`src/rtl/fpu_unpack_seq.sv`:
```
`default_nettype none
// ============================================================================
// Module      : fpu_unpack_seq
// Description : Sequential IEEE 754 single-precision operand unpacker.
//               Splits a 32-bit operand into sign, signed unbiased exponent
//               and a 24-bit significand with the hidden bit restored.
//               Subnormals are normalised one left shift per cycle, or
//               flushed to signed zero when FTZ=1. Produces the class flags
//               and the RISC-V FCLASS mask.
// Ports       : clk, rst_n (sync, active-low)
//               in_valid / in_ready / ieee_in   operand handshake
//               out_valid / out_ready           result handshake
//               sign, exp_unb[9:0], significand[23:0], norm_shift[4:0]
//               is_zero, is_subnormal, is_inf, is_qnan, is_snan, fclass[9:0]
// Revision    : 1.0  initial release
// ============================================================================
module fpu_unpack_seq #(
  parameter int unsigned FTZ = 0
) (
  input  logic        clk,
  input  logic        rst_n,
  input  logic        in_valid,
  output logic        in_ready,
  input  logic [31:0] ieee_in,
  output logic        out_valid,
  input  logic        out_ready,
  output logic        sign,
  output logic [9:0]  exp_unb,
  output logic [23:0] significand,
  output logic [4:0]  norm_shift,
  output logic        is_zero,
  output logic        is_subnormal,
  output logic        is_inf,
  output logic        is_qnan,
  output logic        is_snan,
  output logic [9:0]  fclass
);

  localparam logic [1:0] S_IDLE = 2'd0;
  localparam logic [1:0] S_NORM = 2'd1;
  localparam logic [1:0] S_HOLD = 2'd2;

  // -126 in 10-bit two's complement: exponent of every subnormal before
  // normalisation.
  localparam logic [9:0] C_EXP_SUB = 10'h382;
  localparam logic [9:0] C_EXP_MAX = 10'd128;
  localparam logic [9:0] C_BIAS    = 10'd127;

  logic [1:0]  r_state;
  logic [1:0]  w_state_nxt;

  logic        r_sign;
  logic [9:0]  r_exp;
  logic [23:0] r_sig;
  logic [4:0]  r_shift;
  logic [4:0]  r_flags;   // {zero, subnormal, inf, qnan, snan}
  logic [9:0]  r_fclass;

  // ---------------------------------------------------------------- decode
  logic [7:0]  w_e;
  logic [22:0] w_m;
  logic        w_e_zero;
  logic        w_e_max;
  logic        w_m_zero;
  logic        w_sub;
  logic        w_ftz_en;
  logic        w_flush;
  logic        w_sub_norm;
  logic        w_zero;
  logic        w_inf;
  logic        w_nan;
  logic        w_qnan;
  logic        w_snan;
  logic        w_normal;
  logic        w_s;
  logic [9:0]  w_exp_cap;
  logic [23:0] w_sig_cap;
  logic [9:0]  w_fclass_cap;

  generate
    if (FTZ != 0) begin : g_ftz
      assign w_ftz_en = 1'b1;
    end else begin : g_no_ftz
      assign w_ftz_en = 1'b0;
    end
  endgenerate

  assign w_s        = ieee_in[31];
  assign w_e        = ieee_in[30:23];
  assign w_m        = ieee_in[22:0];
  assign w_e_zero   = (w_e == 8'd0);
  assign w_e_max    = (w_e == 8'hFF);
  assign w_m_zero   = (w_m == 23'd0);
  assign w_sub      = w_e_zero && !w_m_zero;
  // A flushed subnormal becomes indistinguishable from a true zero.
  assign w_flush    = w_sub && w_ftz_en;
  assign w_sub_norm = w_sub && !w_ftz_en;
  assign w_zero     = (w_e_zero && w_m_zero) || w_flush;
  assign w_inf      = w_e_max && w_m_zero;
  assign w_nan      = w_e_max && !w_m_zero;
  assign w_qnan     = w_nan && w_m[22];
  assign w_snan     = w_nan && !w_m[22];
  assign w_normal   = !w_e_zero && !w_e_max;

  always_comb begin
    w_exp_cap = {2'b00, w_e} - C_BIAS;
    w_sig_cap = {1'b1, w_m};
    if (w_zero) begin
      w_exp_cap = 10'd0;
      w_sig_cap = 24'd0;
    end else if (w_sub_norm) begin
      w_exp_cap = C_EXP_SUB;
      w_sig_cap = {1'b0, w_m};
    end else if (w_e_max) begin
      // Inf and NaN share {1,M}; for Inf M is zero, giving 0x800000.
      w_exp_cap = C_EXP_MAX;
    end
  end

  always_comb begin
    w_fclass_cap    = 10'd0;
    w_fclass_cap[0] =  w_s && w_inf;
    w_fclass_cap[1] =  w_s && w_normal;
    w_fclass_cap[2] =  w_s && w_sub_norm;
    w_fclass_cap[3] =  w_s && w_zero;
    w_fclass_cap[4] = !w_s && w_zero;
    w_fclass_cap[5] = !w_s && w_sub_norm;
    w_fclass_cap[6] = !w_s && w_normal;
    w_fclass_cap[7] = !w_s && w_inf;
    w_fclass_cap[8] =  w_snan;
    w_fclass_cap[9] =  w_qnan;
  end

  // ----------------------------------------------------------- state register
  always_ff @(posedge clk) begin
    if (!rst_n) begin
      r_state <= S_IDLE;
    end else begin
      r_state <= w_state_nxt;
    end
  end

  // ------------------------------------------------------------- next state
  always_comb begin
    w_state_nxt = r_state;
    case (r_state)
      S_IDLE: begin
        if (in_valid) begin
          w_state_nxt = w_sub_norm ? S_NORM : S_HOLD;
        end
      end
      S_NORM: begin
        // Pre-shift bit 22 set means this shift brings the MSB to bit 23.
        if (r_sig[22]) begin
          w_state_nxt = S_HOLD;
        end
      end
      S_HOLD: begin
        if (out_ready) begin
          w_state_nxt = S_IDLE;
        end
      end
      default: w_state_nxt = S_IDLE;
    endcase
  end

  // ------------------------------------------------------------ FSM outputs
  always_comb begin
    in_ready  = rst_n && (r_state == S_IDLE);
    out_valid = (r_state == S_HOLD);
  end

  // -------------------------------------------------------------- datapath
  always_ff @(posedge clk) begin
    if (!rst_n) begin
      r_sign   <= 1'b0;
      r_exp    <= 10'd0;
      r_sig    <= 24'd0;
      r_shift  <= 5'd0;
      r_flags  <= 5'd0;
      r_fclass <= 10'd0;
    end else begin
      case (r_state)
        S_IDLE: begin
          if (in_valid) begin
            r_sign   <= w_s;
            r_exp    <= w_exp_cap;
            r_sig    <= w_sig_cap;
            r_shift  <= 5'd0;
            r_flags  <= {w_zero, w_sub_norm, w_inf, w_qnan, w_snan};
            r_fclass <= w_fclass_cap;
          end
        end
        S_NORM: begin
          r_sig   <= {r_sig[22:0], 1'b0};
          r_exp   <= r_exp - 10'd1;
          r_shift <= r_shift + 5'd1;
        end
        default: begin
        end
      endcase
    end
  end

  assign sign         = r_sign;
  assign exp_unb      = r_exp;
  assign significand  = r_sig;
  assign norm_shift   = r_shift;
  assign is_zero      = r_flags[4];
  assign is_subnormal = r_flags[3];
  assign is_inf       = r_flags[2];
  assign is_qnan      = r_flags[1];
  assign is_snan      = r_flags[0];
  assign fclass       = r_fclass;

endmodule
`default_nettype wire

```
`config.mk`:
```
export PLATFORM = sky130hd
export DESIGN_NAME = fpu_unpack_seq
export DESIGN_NICKNAME = d
export VERILOG_FILES = /design/src/rtl/fpu_unpack_seq.sv
export SDC_FILE = /design/constraint.sdc
export NUM_CORES = 1
export LEC_CHECK = 0
export ABC_AREA = 1
export ABC_CLOCK_PERIOD_IN_PS = 1690
export CORE_AREA = 2 2 101 103
export CTS_CLUSTER_SIZE = 30
export DETAILED_ROUTE_END_ITERATION = 12
export DIE_AREA = 0 0 103 105
export GPL_ROUTABILITY_DRIVEN = 0
export SLEW_MARGIN = 20
export SYNTH_ARGS = -nofsm -noshare
export SYNTH_HDL_FRONTEND = slang
export SYNTH_SLANG_ARGS = --single-unit
```
`constraint.sdc`:
```
create_clock -name clk -period 1.69 [get_ports clk]
set_clock_uncertainty 0.2 [all_clocks]
set_input_delay 0.338 -clock clk [delete_from_list [all_inputs] [get_ports clk]]
set_output_delay 0.338 -clock clk [all_outputs]
set_load 0.005 [all_outputs]
```
==> results of run 1 <==
[sequential cells by signal, indices dropped and copies added (netlist names)]
register / flops
norm_shift: 5
r_flags: 5
exp_unb: 10
fclass: 8
significand: 24
r_state: 2
sign: 1
[Yosys cell counts, types with 4 or more instances]
| library cell | instances | area share |
|---|---|---|
| a21oi_1 | 57 | 0.10 |
| buf_2 | 7 | 0.012 |
| buf_6 | 5 | 0.020 |
| clkbuf_1 | 8 | 0.011 |
| dfxtp_1 | 55 | 0.39 |
| ha_1 | 4 | 0.018 |
| inv_1 | 31 | 0.041 |
| inv_2 | 5 | 0.0066 |
| nand2_1 | 95 | 0.13 |
| nand3_1 | 22 | 0.039 |
| nor2_1 | 42 | 0.055 |
| nor2_2 | 4 | 0.0088 |
| o21ai_0 | 59 | 0.10 |
| o21ai_1 | 4 | 0.0070 |
[path summary, 6_finish.rpt]
| path | from | endpoint | slack (ns) | cells past startpoint |
|---|---|---|---|---|
| max | r_state[1]$_SDFFE_PN0P_ | in_ready | 0.03 | 4 |
| min | fclass[2]$_SDFFE_PN0P_ | fclass[2]$_SDFFE_PN0P_ | 0.27 | 2 |
| max reg2reg | r_state[1]$_SDFFE_PN0P_ | significand[10]$_SDFFE_PN0P_ | 0.07 | 9 |
| min reg2reg | fclass[2]$_SDFFE_PN0P_ | fclass[2]$_SDFFE_PN0P_ | 0.27 | 2 |
[cells by family (layout without fill, tap and decap cells)]
group | after synthesis | after routing | share of synthesized area
DFF | 55 | 55 | 0.387
and+or+nand+nor | 173 | 173 | 0.262
adders and majority gates | 4 | 4 | 0.0176
AOI/OAI and AO/OA | 126 | 126 | 0.226
buffers and inverters | 60 | 202 | 0.100
xor gates and xnor gates | 2 | 2 | 0.00617
[worst min-delay path, cell delays in order, from the launching register on]
cell     delay (ns)
dfxtp_2        0.33
nand2_1        0.05
a21oi_1        0.05
[timing repair]
| item | 4_1_cts | 5_1_grt |
|---|---|---|
| setup endpoints to repair | 75 | 47 |
| pin swaps | 3 | 10 |
| hold endpoints to repair | 0 | 0 |
| gates cloned | 0 | 2 |
| resized for setup | 121 | 57 |
| setup buffers | 21 | 3 |
[power breakdown]
part	switching, uW	total [uW]	internal (uW)
sequential	51.3	1440	1390
combinational	366	761	395
clock	471	808	337
total	888	3010	2120
[cell usage in the layout, fill, tap and decap left out, drive strengths merged, types with 2 or more instances in the layout]
| master | n |
|---|---|
| dlygate4sd2 | 54 |
| o211ai | 3 |
| buf | 63 |
| clkinv | 2 |
| nor2 | 49 |
| dfxtp | 55 |
| dlymetal6s2s | 10 |
| nand2 | 96 |
| o21ai | 63 |
| clkdlybuf4s50 | 27 |
| a21oi | 57 |
| nand3 | 23 |
| ha | 4 |
| inv | 37 |
| xnor2 | 2 |
| clkbuf | 8 |
| nand3b | 2 |
| a31oi | 2 |
| nor3 | 2 |
[final cells by class]
type / count / share of cell area
clock buffer: 6 / 0.0180
clock inverter: 2 / 0.00300
inverter: 37 / 0.0325
multi-input combinational: 305 / 0.341
sequential: 55 / 0.255
tap: 133 / 0.0363
timing repair buffer: 157 / 0.315
[layer usage]
layer	global-route usage	vias up	share of wire
met3	0.0515	9	0.075
met2	0.283	94	0.49
li1	-	1669	-
met1	0.201	1486	0.42
met4	0.0395	0	0.016
met5	0	-	0
[through the flow]
step | power, uW | util
detailed placement | 2170 | 0.427
global placement | 2160 | 0.427
global route | 3170 | 0.476
floorplan | 1760 | -
CTS | 2970 | 0.458
finish | 3010 | 0.476
==> impl_metrics.yaml, run 1 <==
placement:
  io_buffers: 92
  preCtsSetupSlack_ns: -0.454
  hpwl_mm: 6.29
  dpl-instance-area_sq_mm: 0.00412
  dp.cells: 661
timing:
  setup_ws_ns: 0.0347
  setup_viol: 0
  hold_viol: 0
  fin_tns_setup_ns: 0
  worstMarginPinSlew_ns: 0.358
  finalMaxSlewViolations: 0
  rsz0062_at_grt: "true"
  relSlewSlack: 0.762
  fin_hold_ws_ns: 0.267
  min_period_over_period: 0.979
  layout_min_cycle_time_ns: 1.66
  fmax_mhz: 604
critical_path:
  end_kind: "primary output"
  cp.buffers_inverters: 2
  cp_slowest_cell: "dfxtp_2"
  critPathMaxStageDelay_ns: 0.35
  arrival_ns: 1.12
  critPathTopFamily: "flip-flops"
  path_cells: "inv_4, nand2_4, nor2_4, clkdlybuf4s15_2"
  worstSetupStartpointType: "flip-flop"
  worstSetupPathType: "flip-flop to primary output"
  cp.required_ns: 1.15
  crit_fanout: 4
floorplanning:
  core-area_sq_mm: 0.00964
  die_h_um: 105
  rows: 36
  pin_count: 93
  die-area_sq_mm: 0.0108
  fp.dieW_um: 103
  initial_utilization: 0.295
logic_synthesis:
  synth-warning-count: 0
  synth_edf_count: 0
  syn_area_sq_mm: 0.00284
  synth_cell_type_count: 27
  synth-seq-area-share: 0.387
  ys_ff_latch: 55
  synthFlopType: "dfxtp_1"
  syn_inst: 420
  syn_nets: 460
  async_reset_ff_frac: 0
  avgSynthCellArea_sq_um: 6.77
global_routing:
  grt_pass1_vias: 3156
  grt_pass1_wl_mm: 14.5
  grt_max_degree: 45
  grt_usage: 0.166
  grt_overflow: 0
  grt_antenna_before_repair: 0
finish:
  syn2layout_area_growth_pct: 61.5
  regArea_sq_mm: 0.00117
  nFillCells: 1016
  diodes: 0
  drive_above_1_share: 0.286
  fin_cells: 695
  finalInstanceArea_sq_mm: 0.00459
  multi_input_area_sq_mm: 0.00156
  fin_nets: 601
routing:
  drt_iter0_drc: 119
  ant_nets: 0
  drt-total-wl_mm: 9.04
  wl_per_cell_um: 13.0
  drc: 0
  first_pass_iters: 5
  vias_per_cell: 4.69
  vias: 3258
worst_hold_path:
  hp-class: "flip-flop to flip-flop"
cts:
  clkLatencyLatePin_ns: 0.32
  cts_tree: "built"
  path_clk_slew_ns: 0.11
  htree_levels: 2
  numClockSinks: 55
  cts-root-buf: "clkbuf_8"
  hold_buffers: 0
  tritoncts.num_buffers: 5
  max-clock-path-buffers: 2
run_status:
  status: "complete, no violations"
power_and_ir_drop:
  irDropWorstVdd_mv: 0.365
  power.leakage_uw: 0.00226
  p_per_area_mw_per_mm2: 655
run:
  drv_cap: 0
No activity file was read; power rests on OpenSTA's default activity.
==> run 2: changes to the inputs <==
--- a/config.mk
+++ b/config.mk
@@ -12,7 +12,9 @@
 export DETAILED_ROUTE_END_ITERATION = 12
 export DIE_AREA = 0 0 103 105
 export GPL_ROUTABILITY_DRIVEN = 0
+export SKIP_CTS_REPAIR_TIMING = 1
 export SLEW_MARGIN = 20
 export SYNTH_ARGS = -nofsm -noshare
 export SYNTH_HDL_FRONTEND = slang
 export SYNTH_SLANG_ARGS = --single-unit
+export TNS_END_PERCENT = 30
==> run 2 against run 1 <==
Against the previous run: wire length fell by 3.6%; combinational power fell by 9.2%; worst hold slack got worse by 0.18 ns; critical path type is now primary input to flip-flop; design area fell by 0.14%; clock power barely moved; largest power group unchanged; clock-buffer cell count did not move.
==> impl_metrics.yaml, run 2 (synthesized netlist as in run 1, its figures left out) <==
global_routing:
  grt.busiest_layer: "met2"
  grt_max_degree: 45
  globalRouteMet3Util: 0.0535
  use_met1: 0.196
  grt_usage: 0.159
  grt_pass1_wl_mm: 13.9
  grt_overflow: 0
  grt_pass1_vias: 3038
  grt.met2_usage: 0.266
  grt_antenna_before_repair: 0
critical_path:
  path_cells: "clkdlybuf4s50_1, inv_1, nor2_8, inv_2, o21ai_0, o21ai_0, a21oi_1"
  crit_fanout: 5
  end_kind: "flip-flop"
  cp.required_ns: 1.73
  cp_slowest_cell: "clkdlybuf4s50_1"
  r2r_cells: 8
  reg2reg_from: "r_state[0]$_SDFFE_PN0P_"
  worstSetupStartpointType: "primary input"
  arrival_ns: 1.69
  worstSetupPathType: "primary input to flip-flop"
  rrSetupSlack_ns: 0.08
  r2r_end: "norm_shift[3]$_SDFFE_PN0P_"
  crit_path_frequent_cell: "o21ai_0"
  critPathMaxStageDelay_ns: 0.51
run_status:
  status: "complete, no violations"
routing:
  drc: 0
  vias: 3096
  drt-total-wl_mm: 8.71
  first_pass_iters: 4
  drt_iter0_drc: 120
  wl_per_cell_um: 12.9
  ant_nets: 0
  vias_per_cell: 4.59
cts:
  cts-root-buf: "clkbuf_8"
  tritoncts.num_buffers: 5
  numClockSinks: 55
  clkLatencyLatePin_ns: 0.32
  max-clock-path-buffers: 2
  path_clk_slew_ns: 0.11
  htree_levels: 2
  cts_tree: "built"
timing:
  fin_tns_setup_ns: 0
  setup_viol: 0
  finalMaxSlewViolations: 0
  relSlewSlack: 0.767
  fmax_mhz: 609
  layout_min_cycle_time_ns: 1.64
  rsz0062_at_grt: "true"
  min_period_over_period: 0.972
  worstMarginPinSlew_ns: 0.349
  hold_viol: 0
worst_hold_path:
  hp-class: "primary input to flip-flop"
  min_to: "significand[9]$_SDFFE_PN0P_"
  min_from: "ieee_in[9]"
  holdPathStages: 3
finish:
  syn2layout_area_growth_pct: 61.3
  fin_nets: 581
  nFillCells: 989
  drive_above_1_share: 0.240
  layout_common_cells: "93 x nand2_1, 70 x dlymetal6s2s_1, 57 x a21oi_1, 55 x o21ai_0, 43 x dfxtp_2"
  fin_cells: 675
  regArea_sq_mm: 0.00118
  utilization: 0.475
  final_common_cell: "nand2_1"
  multi_input_area_sq_mm: 0.00153
  largest_register_ff_count: 24
  diodes: 0
placement:
  hpwl_mm: 6.29
  io_buffers: 92
  dp.cells: 661
floorplanning:
  die_h_um: 105
  die-area_sq_mm: 0.0108
  rows: 36
  core-area_sq_mm: 0.00964
  fp.dieW_um: 103
  pin_count: 93
  initial_utilization: 0.295
power_and_ir_drop:
  p_per_area_mw_per_mm2: 642
  power.leakage_uw: 0.00283
  irDropWorstVdd_mv: 0.359
run:
  drv_cap: 0
run 2: worst max path at each step:
stage	startpoint	to	slack, ns	cells past startpoint
floorplan	ieee_in[23]	exp_unb[2]$_SDFFE_PN0P_	0.20	10
global placement	rst_n	in_ready	-0.45	4
detailed placement	ieee_in[23]	fclass[7]$_SDFFE_PN0P_	-0.45	8
CTS	rst_n	in_ready	-0.46	4
global route	r_state[0]$_SDFFE_PN0P_	norm_shift[4]$_SDFFE_PN0P_	-0.02	8
finish	in_valid	exp_unb[4]$_SDFFE_PN0P_	0.05	7
run 2: through the flow:
stage               cell area (sq um)  setup slack, ns  total power [uW]  hold WS [ns]
floorplan                        2840            0.196              1760         0.260
global placement                 4120           -0.449              2160         0.262
detailed placement               4120           -0.454              2170         0.259
CTS                              4210           -0.455              2970         0.275
global route                     4580          -0.0208              3110        0.0978
finish                           4580           0.0481              2940        0.0909
run 2: per-layer routing:
metal / wire, um / vias up / part of all wire
met2: 4210 / 76 / 0.48
met4: 75 / 0 / 0.0086
met1: 3770 / 1392 / 0.43
li1: - / 1623 / -
met3: 657 / 5 / 0.075
met5: 0 / - / 0
run 2: worst max-delay path: cells and delay by family:
kind	cells	cell delay, ns
AND/OR/NAND/NOR	1	0.17
buffers and inverters	3	0.71
AO/OA/AOI/OAI	3	0.46
run 2: final cells by class:
cell class,instances,area share
clock inverter,2,0.00300
multi-input combinational,305,0.333
clock buffer,6,0.0180
tap,133,0.0363
inverter,37,0.0314
sequential,55,0.257
timing repair buffer,137,0.321
run 2: power by group:
part | internal [uW] | total (uW) | switching (uW)
Combinational | 366 | 691 | 325
Sequential | 1380 | 1440 | 59.2
Clock | 337 | 807 | 470
Total | 2090 | 2940 | 855
